$ cat config.mk
export PLATFORM = sky130hd
export DESIGN_NAME = controle_elevador
export DESIGN_NICKNAME = d
export VERILOG_FILES = /design/src/rtl/elevador_pkg.sv /design/src/rtl/controle_elevador_temporizador.sv /design/src/rtl/controle_elevador.sv
export SDC_FILE = /design/constraint.sdc
export NUM_CORES = 1
export LEC_CHECK = 0
export CORE_ASPECT_RATIO = 1.4
export CORE_MARGIN = 4
export CORE_UTILIZATION = 57
export DETAILED_ROUTE_END_ITERATION = 12
export PLACE_DENSITY = 0.81
export SLEW_MARGIN = 20
export SYNTH_ARGS = -nofsm -noshare
export SYNTH_HDL_FRONTEND = slang
export SYNTH_HIERARCHICAL = 1
export SYNTH_SLANG_ARGS = --single-unit
$ cat constraint.sdc
create_clock -name clk -period 3.33 [get_ports clk]
set_input_delay 0.333 -clock clk [delete_from_list [all_inputs] [get_ports clk]]
set_output_delay 0.333 -clock clk [all_outputs]
set_load 0.01 [all_outputs]
$ cat src/rtl/elevador_pkg.sv
// Shared types and constants for the four-floor elevator controller.
// The state encoding and floor width are referenced by every block.
package elevador_pkg;
  localparam int NUM_ANDARES = 4;
  localparam int ANDAR_W = 2;
  localparam int TEMP_W = 8;

  typedef enum logic [1:0] {
    PARADO   = 2'd0,
    SUBINDO  = 2'd1,
    DESCENDO = 2'd2,
    PORTA    = 2'd3
  } estado_t;

  function automatic logic [NUM_ANDARES-1:0] mascara_acima(
    input logic [ANDAR_W-1:0] a
  );
    logic [NUM_ANDARES-1:0] m;
    m = '0;
    for (int i = 0; i < NUM_ANDARES; i++)
      if (i > int'(a)) m[i] = 1'b1;
    return m;
  endfunction

  function automatic logic [NUM_ANDARES-1:0] mascara_abaixo(
    input logic [ANDAR_W-1:0] a
  );
    logic [NUM_ANDARES-1:0] m;
    m = '0;
    for (int i = 0; i < NUM_ANDARES; i++)
      if (i < int'(a)) m[i] = 1'b1;
    return m;
  endfunction
endpackage

$ cat src/rtl/controle_elevador_temporizador.sv
// Loadable down-counter shared by travel and door timing.
// It holds at zero until the next load.
module temporizador
  import elevador_pkg::*;
(
  input  logic              clk,
  input  logic              rst_n,
  input  logic              load,
  input  logic [TEMP_W-1:0] valor,
  output logic              zero
);
  logic [TEMP_W-1:0] contagem;

  assign zero = (contagem == '0);

  always_ff @(posedge clk or negedge rst_n) begin
    if (!rst_n)
      contagem <= '0;
    else if (load)
      contagem <= valor;
    else if (!zero)
      contagem <= contagem - TEMP_W'(1);
  end
endmodule

$ cat src/rtl/controle_elevador.sv
// Elevator controller: latches calls, travels floor by floor,
// holds the door open and keeps sweeping in the last direction.
module controle_elevador
  import elevador_pkg::*;
#(
  parameter int TEMPO_ANDAR = 8,
  parameter int TEMPO_PORTA = 4
) (
  input  logic                   clk,
  input  logic                   rst_n,
  input  logic [NUM_ANDARES-1:0] chamada,
  output logic [ANDAR_W-1:0]     andar,
  output logic                   subindo,
  output logic                   descendo,
  output logic                   porta_aberta,
  output logic [NUM_ANDARES-1:0] pendentes
);
  localparam logic [TEMP_W-1:0] RECARGA_ANDAR = TEMP_W'(TEMPO_ANDAR - 1);
  localparam logic [TEMP_W-1:0] RECARGA_PORTA = TEMP_W'(TEMPO_PORTA - 1);

  estado_t estado, estado_n;
  logic [ANDAR_W-1:0] andar_n, prox_acima, prox_abaixo;
  logic [NUM_ANDARES-1:0] req, pend_n;
  logic ultima_dir, dir_n;
  logic carga, expirou;
  logic [TEMP_W-1:0] valor_carga;
  logic acima, abaixo, aqui;

  assign req = pendentes | chamada;
  assign acima = |(req & mascara_acima(andar));
  assign abaixo = |(req & mascara_abaixo(andar));
  assign aqui = req[andar];
  assign prox_acima = andar + ANDAR_W'(1);
  assign prox_abaixo = andar - ANDAR_W'(1);

  temporizador u_temporizador (
    .clk   (clk),
    .rst_n (rst_n),
    .load  (carga),
    .valor (valor_carga),
    .zero  (expirou)
  );

  always_comb begin
    estado_n = estado;
    andar_n = andar;
    dir_n = ultima_dir;
    carga = 1'b0;
    valor_carga = RECARGA_ANDAR;
    unique case (estado)
      PARADO: begin
        if (aqui) begin
          estado_n = PORTA;
          carga = 1'b1;
          valor_carga = RECARGA_PORTA;
        end else if (acima && (ultima_dir || !abaixo)) begin
          estado_n = SUBINDO;
          dir_n = 1'b1;
          carga = 1'b1;
        end else if (abaixo) begin
          estado_n = DESCENDO;
          dir_n = 1'b0;
          carga = 1'b1;
        end
      end
      SUBINDO: begin
        if (expirou) begin
          andar_n = prox_acima;
          carga = 1'b1;
          if (req[prox_acima]) begin
            estado_n = PORTA;
            valor_carga = RECARGA_PORTA;
          end else if (~|(req & mascara_acima(prox_acima))) begin
            estado_n = PARADO;
            carga = 1'b0;
          end
        end
      end
      DESCENDO: begin
        if (expirou) begin
          andar_n = prox_abaixo;
          carga = 1'b1;
          if (req[prox_abaixo]) begin
            estado_n = PORTA;
            valor_carga = RECARGA_PORTA;
          end else if (~|(req & mascara_abaixo(prox_abaixo))) begin
            estado_n = PARADO;
            carga = 1'b0;
          end
        end
      end
      PORTA: begin
        if (chamada[andar]) begin
          carga = 1'b1;
          valor_carga = RECARGA_PORTA;
        end else if (expirou) begin
          if (ultima_dir ? acima : abaixo) begin
            estado_n = ultima_dir ? SUBINDO : DESCENDO;
            carga = 1'b1;
          end else if (ultima_dir ? abaixo : acima) begin
            estado_n = ultima_dir ? DESCENDO : SUBINDO;
            dir_n = !ultima_dir;
            carga = 1'b1;
          end else begin
            estado_n = PARADO;
          end
        end
      end
      default: estado_n = PARADO;
    endcase
    // the floor being served never stays latched
    pend_n = req;
    if (estado == PORTA || estado_n == PORTA)
      pend_n[andar_n] = 1'b0;
  end

  always_ff @(posedge clk or negedge rst_n) begin
    if (!rst_n) begin
      estado <= PARADO;
      andar <= '0;
      pendentes <= '0;
      ultima_dir <= 1'b1;
      subindo <= 1'b0;
      descendo <= 1'b0;
      porta_aberta <= 1'b0;
    end else begin
      estado <= estado_n;
      andar <= andar_n;
      pendentes <= pend_n;
      ultima_dir <= dir_n;
      subindo <= (estado_n == SUBINDO);
      descendo <= (estado_n == DESCENDO);
      porta_aberta <= (estado_n == PORTA);
    end
  end
endmodule

==> run metrics, run 1 <==
status=completed; final hold violations=0; crit path time final=2.99 ns; met1 WL=1690 um; asr flop ratio synth=100%; design area=0.00195 mm^2; Synth Area per Inst=8.75 um^2; antenna cells=0; Yosys reg bits=20; Tot GR Track Use=23.9%; Chip Width=53.8 um; CP Data Required Time=3.48 ns; Worst setup EP type=flop; PortBufs=14; final wirelength=4160 um; CTS tree=done; Final Cycle Share=89.7%; relative slew slack=41.5%; DRC errors left=0; initial core utilization=58.6%; RSZ-0062 raised after global routing=no; max cap viols=0; Primary FF master, synth=dfrtp_1; clock-pin slew of the registers on the worst-case setup and hold paths=0.07 ns; WL met2=2270 um; routability cong.=0.850; Layout fillers=236; Post-synth top cells=dfrtp_1 (19), nor2_1 (18), inv_1 (16), nand2_1 (14), o21ai_0 (14); H-tree Lvls=1; post-route ant nets=0; first drt pass iteration count=4; sequential share of the synthesized area=30.0%; Pwr Density=729 mW/mm^2; Reg-to-Reg Start=andar[1]; number of DRC markers in iteration 0=68; TritonCTS buffer count=3; initial antenna violation count=0; R2R setup slack=0.34 ns; count leader, synth=dfrtp_1; WL met3=121 um; Worst Path Arrival=3.13 ns; number of global-route vias before repair=1588; total setup buffers inserted after CTS=0; first-pass GRT wire length=6970 um; TritonCTS Sinks=20; Hold Path Class=input pin to asynchronous set/reset pin; # IOs=15; CP Launch Type=flop; largest area contributor in the netlist=dfrtp_1; hold buffer count at CTS=0; leakage=0.000795 uW; crit path max fanout=12; synth warn=6; final hold slack=0.571 ns; Post-DP Area=0.00187 mm^2; FF+latch area=502 um^2; setup TNS=0 ns; RR Endpoint=u_temporizador/contagem[0]; Unique masters post-synth=59; Top Layer Used=met4; worst reg2reg path depth=10; global route overflow=0; top cell type's share of synthesized area=28.5%; cts repair resizes=0; DR vias=1523; average routed wire per standard cell=16.7 um; top post-synthesis cells by area=dfrtp_1 (28%), ha_1 (8.2%), o21ai_0 (4.2%); peak supply drop=0.617 mV; crit path kind=flop to flop; area of the mapped netlist=0.00167 mm^2; dpl hpwl=3270 um; area taken by multi-input logic gates=0.00110 mm^2; Core Area=0.00285 mm^2; root buf cell=clkbuf_8; layout cells sized above 1=11.3%; fin nets=231; Gate Count Post-Synth=191; Synth-to-Final Area Change=16.5%; Die ar.=0.00387 mm^2; final count of pins violating max slew=0; EDFF count, synth=0; Clk Latency, worst-skew pair=0.25 ns; endpoints failing setup=0; largest net degree at the start of global routing=21; final std cells w/o fill=250; DR vias/cell=6.09; # placed instances=246; standard-cell rows=23; Max Fclk=335 MHz; Die H=72.1 um; clk_skew=0.000869 ns; slew of the pin with the lowest slew margin=0.875 ns; Clock Path Buffers=2
through the flow:
stage	total power (uW)	setup slack (ns)	util, %
2_1_floorplan	983	0.477	-
3_3_place_gp	1140	0.272	65.8
3_5_place_dp	1170	0.183	65.8
4_1_cts	1420	0.359	68.3
5_1_grt	1540	0.0809	68.3
6_report	1420	0.341	68.3
cells in the final DEF (no fill, tap or decap), drive strengths merged, types with 2 or more instances in the layout:
cell           synthesis  routed
buf                    1       3
o2111ai                2       2
o31ai                  3       3
nor2b                  2       2
mux4                   4       4
o2bb2ai                2       2
o21ai                 15      15
a21oi                 11      11
clkdlybuf4s50          0      14
nor3                   5       5
clkbuf                 3       3
or4                    2       2
o211ai                 4       4
or2                    5       5
and2                   2       2
nand2                 14      14
o211a                  2       2
ha                    11      11
o21bai                 5       5
inv                   16      16
a31oi                  9       9
conb                   2       7
a2bb2oi                2       2
dfrtp                 19      19
nand2b                 4       4
nor2                  18      18
or3                    3       3
cell families (layout without fill, tap and decap cells):
logic type,after synthesis,in the layout,synth area share (%)
AO/OA/AOI/OAI,71,71,30.6
adder cells (fa/ha/maj),11,11,8.24
XOR/XNOR,1,1,0.524
multiplexers,5,5,6.22
flip-flops,20,20,30.0
other,2,7,0.450
AND/OR/NAND/NOR,61,61,19.0
buffers and inverters,20,37,5.02
sequential cells by signal, indices dropped and copies added, names as in the netlist:
name                     cells
andar                        2
descendo                     1
estado                       2
pendentes                    4
porta_aberta                 1
subindo                      1
u_temporizador/contagem      8
ultima_dir                   1
how the worst max path moves through the flow:
| stage | start | end | slack, ns |
|---|---|---|---|
| floorplan | andar[0] | u_temporizador/contagem[0] | 0.48 |
| detailed placement | chamada[0] | u_temporizador/contagem[0] | 0.18 |
| CTS | andar[1] | u_temporizador/contagem[0] | 0.36 |
| global route | andar[1] | u_temporizador/contagem[5] | 0.08 |
| global placement | chamada[0] | u_temporizador/contagem[0] | 0.27 |
| finish | andar[1] | u_temporizador/contagem[0] | 0.34 |
power by group:
part / switching, uW / internal (uW) / leakage, uW
logic: 411 / 330 / 0.000529
registers: 106 / 333 / 0.000230
clock network: 76.4 / 160 / 0.0000357
total: 594 / 823 / 0.000795
layer usage:
| layer | GRT usage (%) | vias up |
|---|---|---|
| li1 | - | 750 |
| met1 | 25.7 | 735 |
| met2 | 44.1 | 30 |
| met3 | 3.90 | 8 |
| met4 | 9.94 | 0 |
| met5 | 0 | - |
final cells by class:
| type | instances | area share (%) |
|---|---|---|
| flip-flops and latches | 20 | 25.8 |
| well taps | 37 | 2.38 |
| clock inverters | 1 | 1.54 |
| clock buffers | 3 | 2.12 |
| multi-input cells | 156 | 56.7 |
| inverters | 16 | 3.09 |
| repair buffers | 17 | 8.36 |
worst max-delay path, cell delays in order (launching register included):
cell     delay, ns
dfrtp_1       0.53
inv_1         0.16
ha_1          0.43
mux4_2        0.36
a211o_1       0.28
a21oi_1       0.14
o22ai_1       0.09
o22a_1        0.28
inv_1         0.30
nand2_1       0.09
o221a_2       0.23
Power figures use the tool's default switching activity.
==> run 2, diff against run 1 <==
--- a/config.mk
+++ b/config.mk
@@ -5,6 +5,7 @@
 export SDC_FILE = /design/constraint.sdc
 export NUM_CORES = 1
 export LEC_CHECK = 0
+export CAP_MARGIN = 20
 export CORE_ASPECT_RATIO = 1.4
 export CORE_MARGIN = 4
 export CORE_UTILIZATION = 57
==> constraint.sdc (replaced) <==
create_clock -name clk -period 3.33 [get_ports clk]
set_input_delay 0.4995 -clock clk [delete_from_list [all_inputs] [get_ports clk]]
set_output_delay 0.4995 -clock clk [all_outputs]
set_load 0.01 [all_outputs]
==> run 2 against run 1 <==
Compared with the run above: maximum frequency grew 1.3%; die area is the same; register-to-register slack better by 0.09 ns; critical path depth is 1 higher; global-route usage rose by 0.91 points; wire length increased by 3.0%; cell count is 0.80% higher; sequential share of layout area is 0.20 points lower; sequential power barely moved; via count is 3.8% higher; largest power group unchanged; highest routed layer unchanged.
==> run metrics, run 2 (synthesis gave the netlist of run 1 again) <==
peak supply drop=0.618 mV (was 0.617 mV); average routed wire per standard cell=17.0 um (was 16.7 um); Post-DP Area=0.00189 mm^2 (was 0.00187 mm^2); TritonCTS Sinks=20 (unchanged); fin nets=233 (was 231); global route overflow=0 (unchanged); CTS tree=done (unchanged); CP Launch Type=input pin (was flop); status=completed (unchanged); Tot GR Track Use=24.9% (was 23.9%); clock-pin slew of the registers on the worst-case setup and hold paths=0.07 ns (about the same); Most flops, register=u_temporizador/contagem (unchanged); initial core utilization=58.6% (unchanged); final wirelength=4290 um (was 4160 um); root buf cell=clkbuf_8 (unchanged); Clock Path Buffers=2 (unchanged); first-pass GRT wire length=7160 um (was 6970 um); Hold Path Class=flop to flop (was input pin to asynchronous set/reset pin); Chip Width=53.8 um (unchanged); Synth-to-Final Area Change=17.4% (was 16.5%); DRC errors left=0 (unchanged); max cap viols=0 (unchanged); commonest non-fill, non-tap cells in the layout=dfrtp_1 (19), nor2_1 (18), inv_1 (16) (unchanged); CP Data Required Time=3.51 ns (was 3.48 ns); clk_skew=0.00731 ns (was 0.000869 ns); final count of pins violating max slew=0 (unchanged); crit path kind=input pin to flop (was flop to flop); most common cell after layout, fill and taps aside=dfrtp_1 (unchanged); Seq pwr share=30.0% (was 31.0%); Largest register FFs=8 (unchanged); H-tree Lvls=1 (unchanged); top flop regs=u_temporizador/contagem (8), pendentes (4) (unchanged); layout cells sized above 1=12.1% (was 11.3%); standard-cell rows=23 (unchanged); relative slew slack=41.2% (was 41.5%); slew of the pin with the lowest slew margin=0.880 ns (was 0.875 ns); largest net degree at the start of global routing=21 (unchanged); Layout fillers=226 (was 236); Max Fclk=339 MHz (was 335 MHz); post-route ant nets=0 (unchanged); design area=0.00196 mm^2 (was 0.00195 mm^2); cts repair resizes=0 (unchanged); total setup buffers inserted after CTS=0 (unchanged); DR vias=1581 (was 1523); routability cong.=0.903 (was 0.850); endpoints failing setup=0 (unchanged); Logic pwr share=53.5% (was 52.3%); setup TNS=0 ns (unchanged); DR vias/cell=6.27 (was 6.09); crit path max fanout=10 (was 12); crit path time final=2.95 ns (was 2.99 ns); Psw=618 uW (was 594 uW); Sw Share=42.4% (was 41.9%); initial antenna violation count=0 (unchanged); first drt pass iteration count=4 (unchanged); RSZ-0062 raised after global routing=no (unchanged); PortBufs=14 (unchanged); Final Cycle Share=88.6% (was 89.7%); dpl hpwl=3390 um (was 3270 um); TritonCTS buffer count=3 (unchanged); Die H=72.1 um (unchanged); hold buffer count at CTS=0 (unchanged); Die ar.=0.00387 mm^2 (unchanged); Core Area=0.00285 mm^2 (unchanged); number of global-route vias before repair=1618 (was 1588); number of DRC markers in iteration 0=91 (was 68); leakage=0.000805 uW (was 0.000795 uW); Int Pwr=841 uW (was 823 uW); clock power share=16.5% (was 16.7%); Pwr Density=744 mW/mm^2 (was 729 mW/mm^2); final hold violations=0 (unchanged); Worst setup EP type=flop (unchanged); # IOs=15 (unchanged); Clk Latency, worst-skew pair=0.26 ns (was 0.25 ns); antenna cells=0 (unchanged); Worst Path Arrival=3.13 ns (about the same)
## run 2: path summary, 6_finish.rpt
kind                                 start  slack [ns]                    endpoint  cells after the start
worst max-delay path            chamada[1]        0.38  u_temporizador/contagem[6]                     11
worst min-delay path            ultima_dir        0.59                  ultima_dir                      1
worst max register to register    andar[1]        0.43  u_temporizador/contagem[6]                     11
worst min register to register  ultima_dir        0.59                  ultima_dir                      1
max in group asynchronous            rst_n        2.05  u_temporizador/contagem[4]                      1
min in group asynchronous            rst_n        0.74                pendentes[2]                      1
## run 2: power by group through the flow
stage | combinational [uW] | clock (uW) | sequential [uW]
finish | 781 | 241 | 437
global route | 873 | 259 | 451
CTS | 776 | 246 | 435
detailed placement | 773 | 0 | 438
global placement | 732 | 0 | 432
floorplan | 565 | 0 | 418
## run 2: area by class of cell
class / instances / area (um^2) / area share [%]
Clock buffer: 3 / 41.3 / 2.11
Clock inverter: 1 / 30.0 / 1.53
Inverter: 16 / 60.1 / 3.06
Multi-Input combinational cell: 156 / 1100 / 56.3
Sequential cell: 20 / 502 / 25.6
Tap cell: 37 / 46.3 / 2.36
Timing Repair Buffer: 19 / 178 / 9.06
## run 2: stage by stage
stage	total power, uW	instances	hold WS, ns	util (%)	worst slack, ns
3_5_place_dp	1210	248	0.575	66.3	0.133
6_report	1460	252	0.586	68.8	0.380
4_1_cts	1460	252	0.586	68.8	0.403
3_3_place_gp	1160	248	0.565	66.3	0.212
5_1_grt	1580	252	0.592	68.8	0.183
2_1_floorplan	983	196	0.204	-	0.477
## run 2: worst max-delay path, stage by stage
cell and delay [ns]:
clkdlybuf4s50_1 0.50, or2_1 0.31, mux4_2 0.50, a211o_1 0.28
a21oi_1 0.13, o22ai_1 0.09, o22a_1 0.20, inv_1 0.25
buf_4 0.18, nor2_1 0.03, a31oi_1 0.14
## run 2: layer usage
metal | up-vias | global-route usage, % | part of all wire [%]
met5 | - | 0 | 0
met4 | 0 | 17.0 | 5.3
met3 | 26 | 3.49 | 4.3
met2 | 74 | 43.4 | 53
met1 | 728 | 26.2 | 37
li1 | 753 | - | -
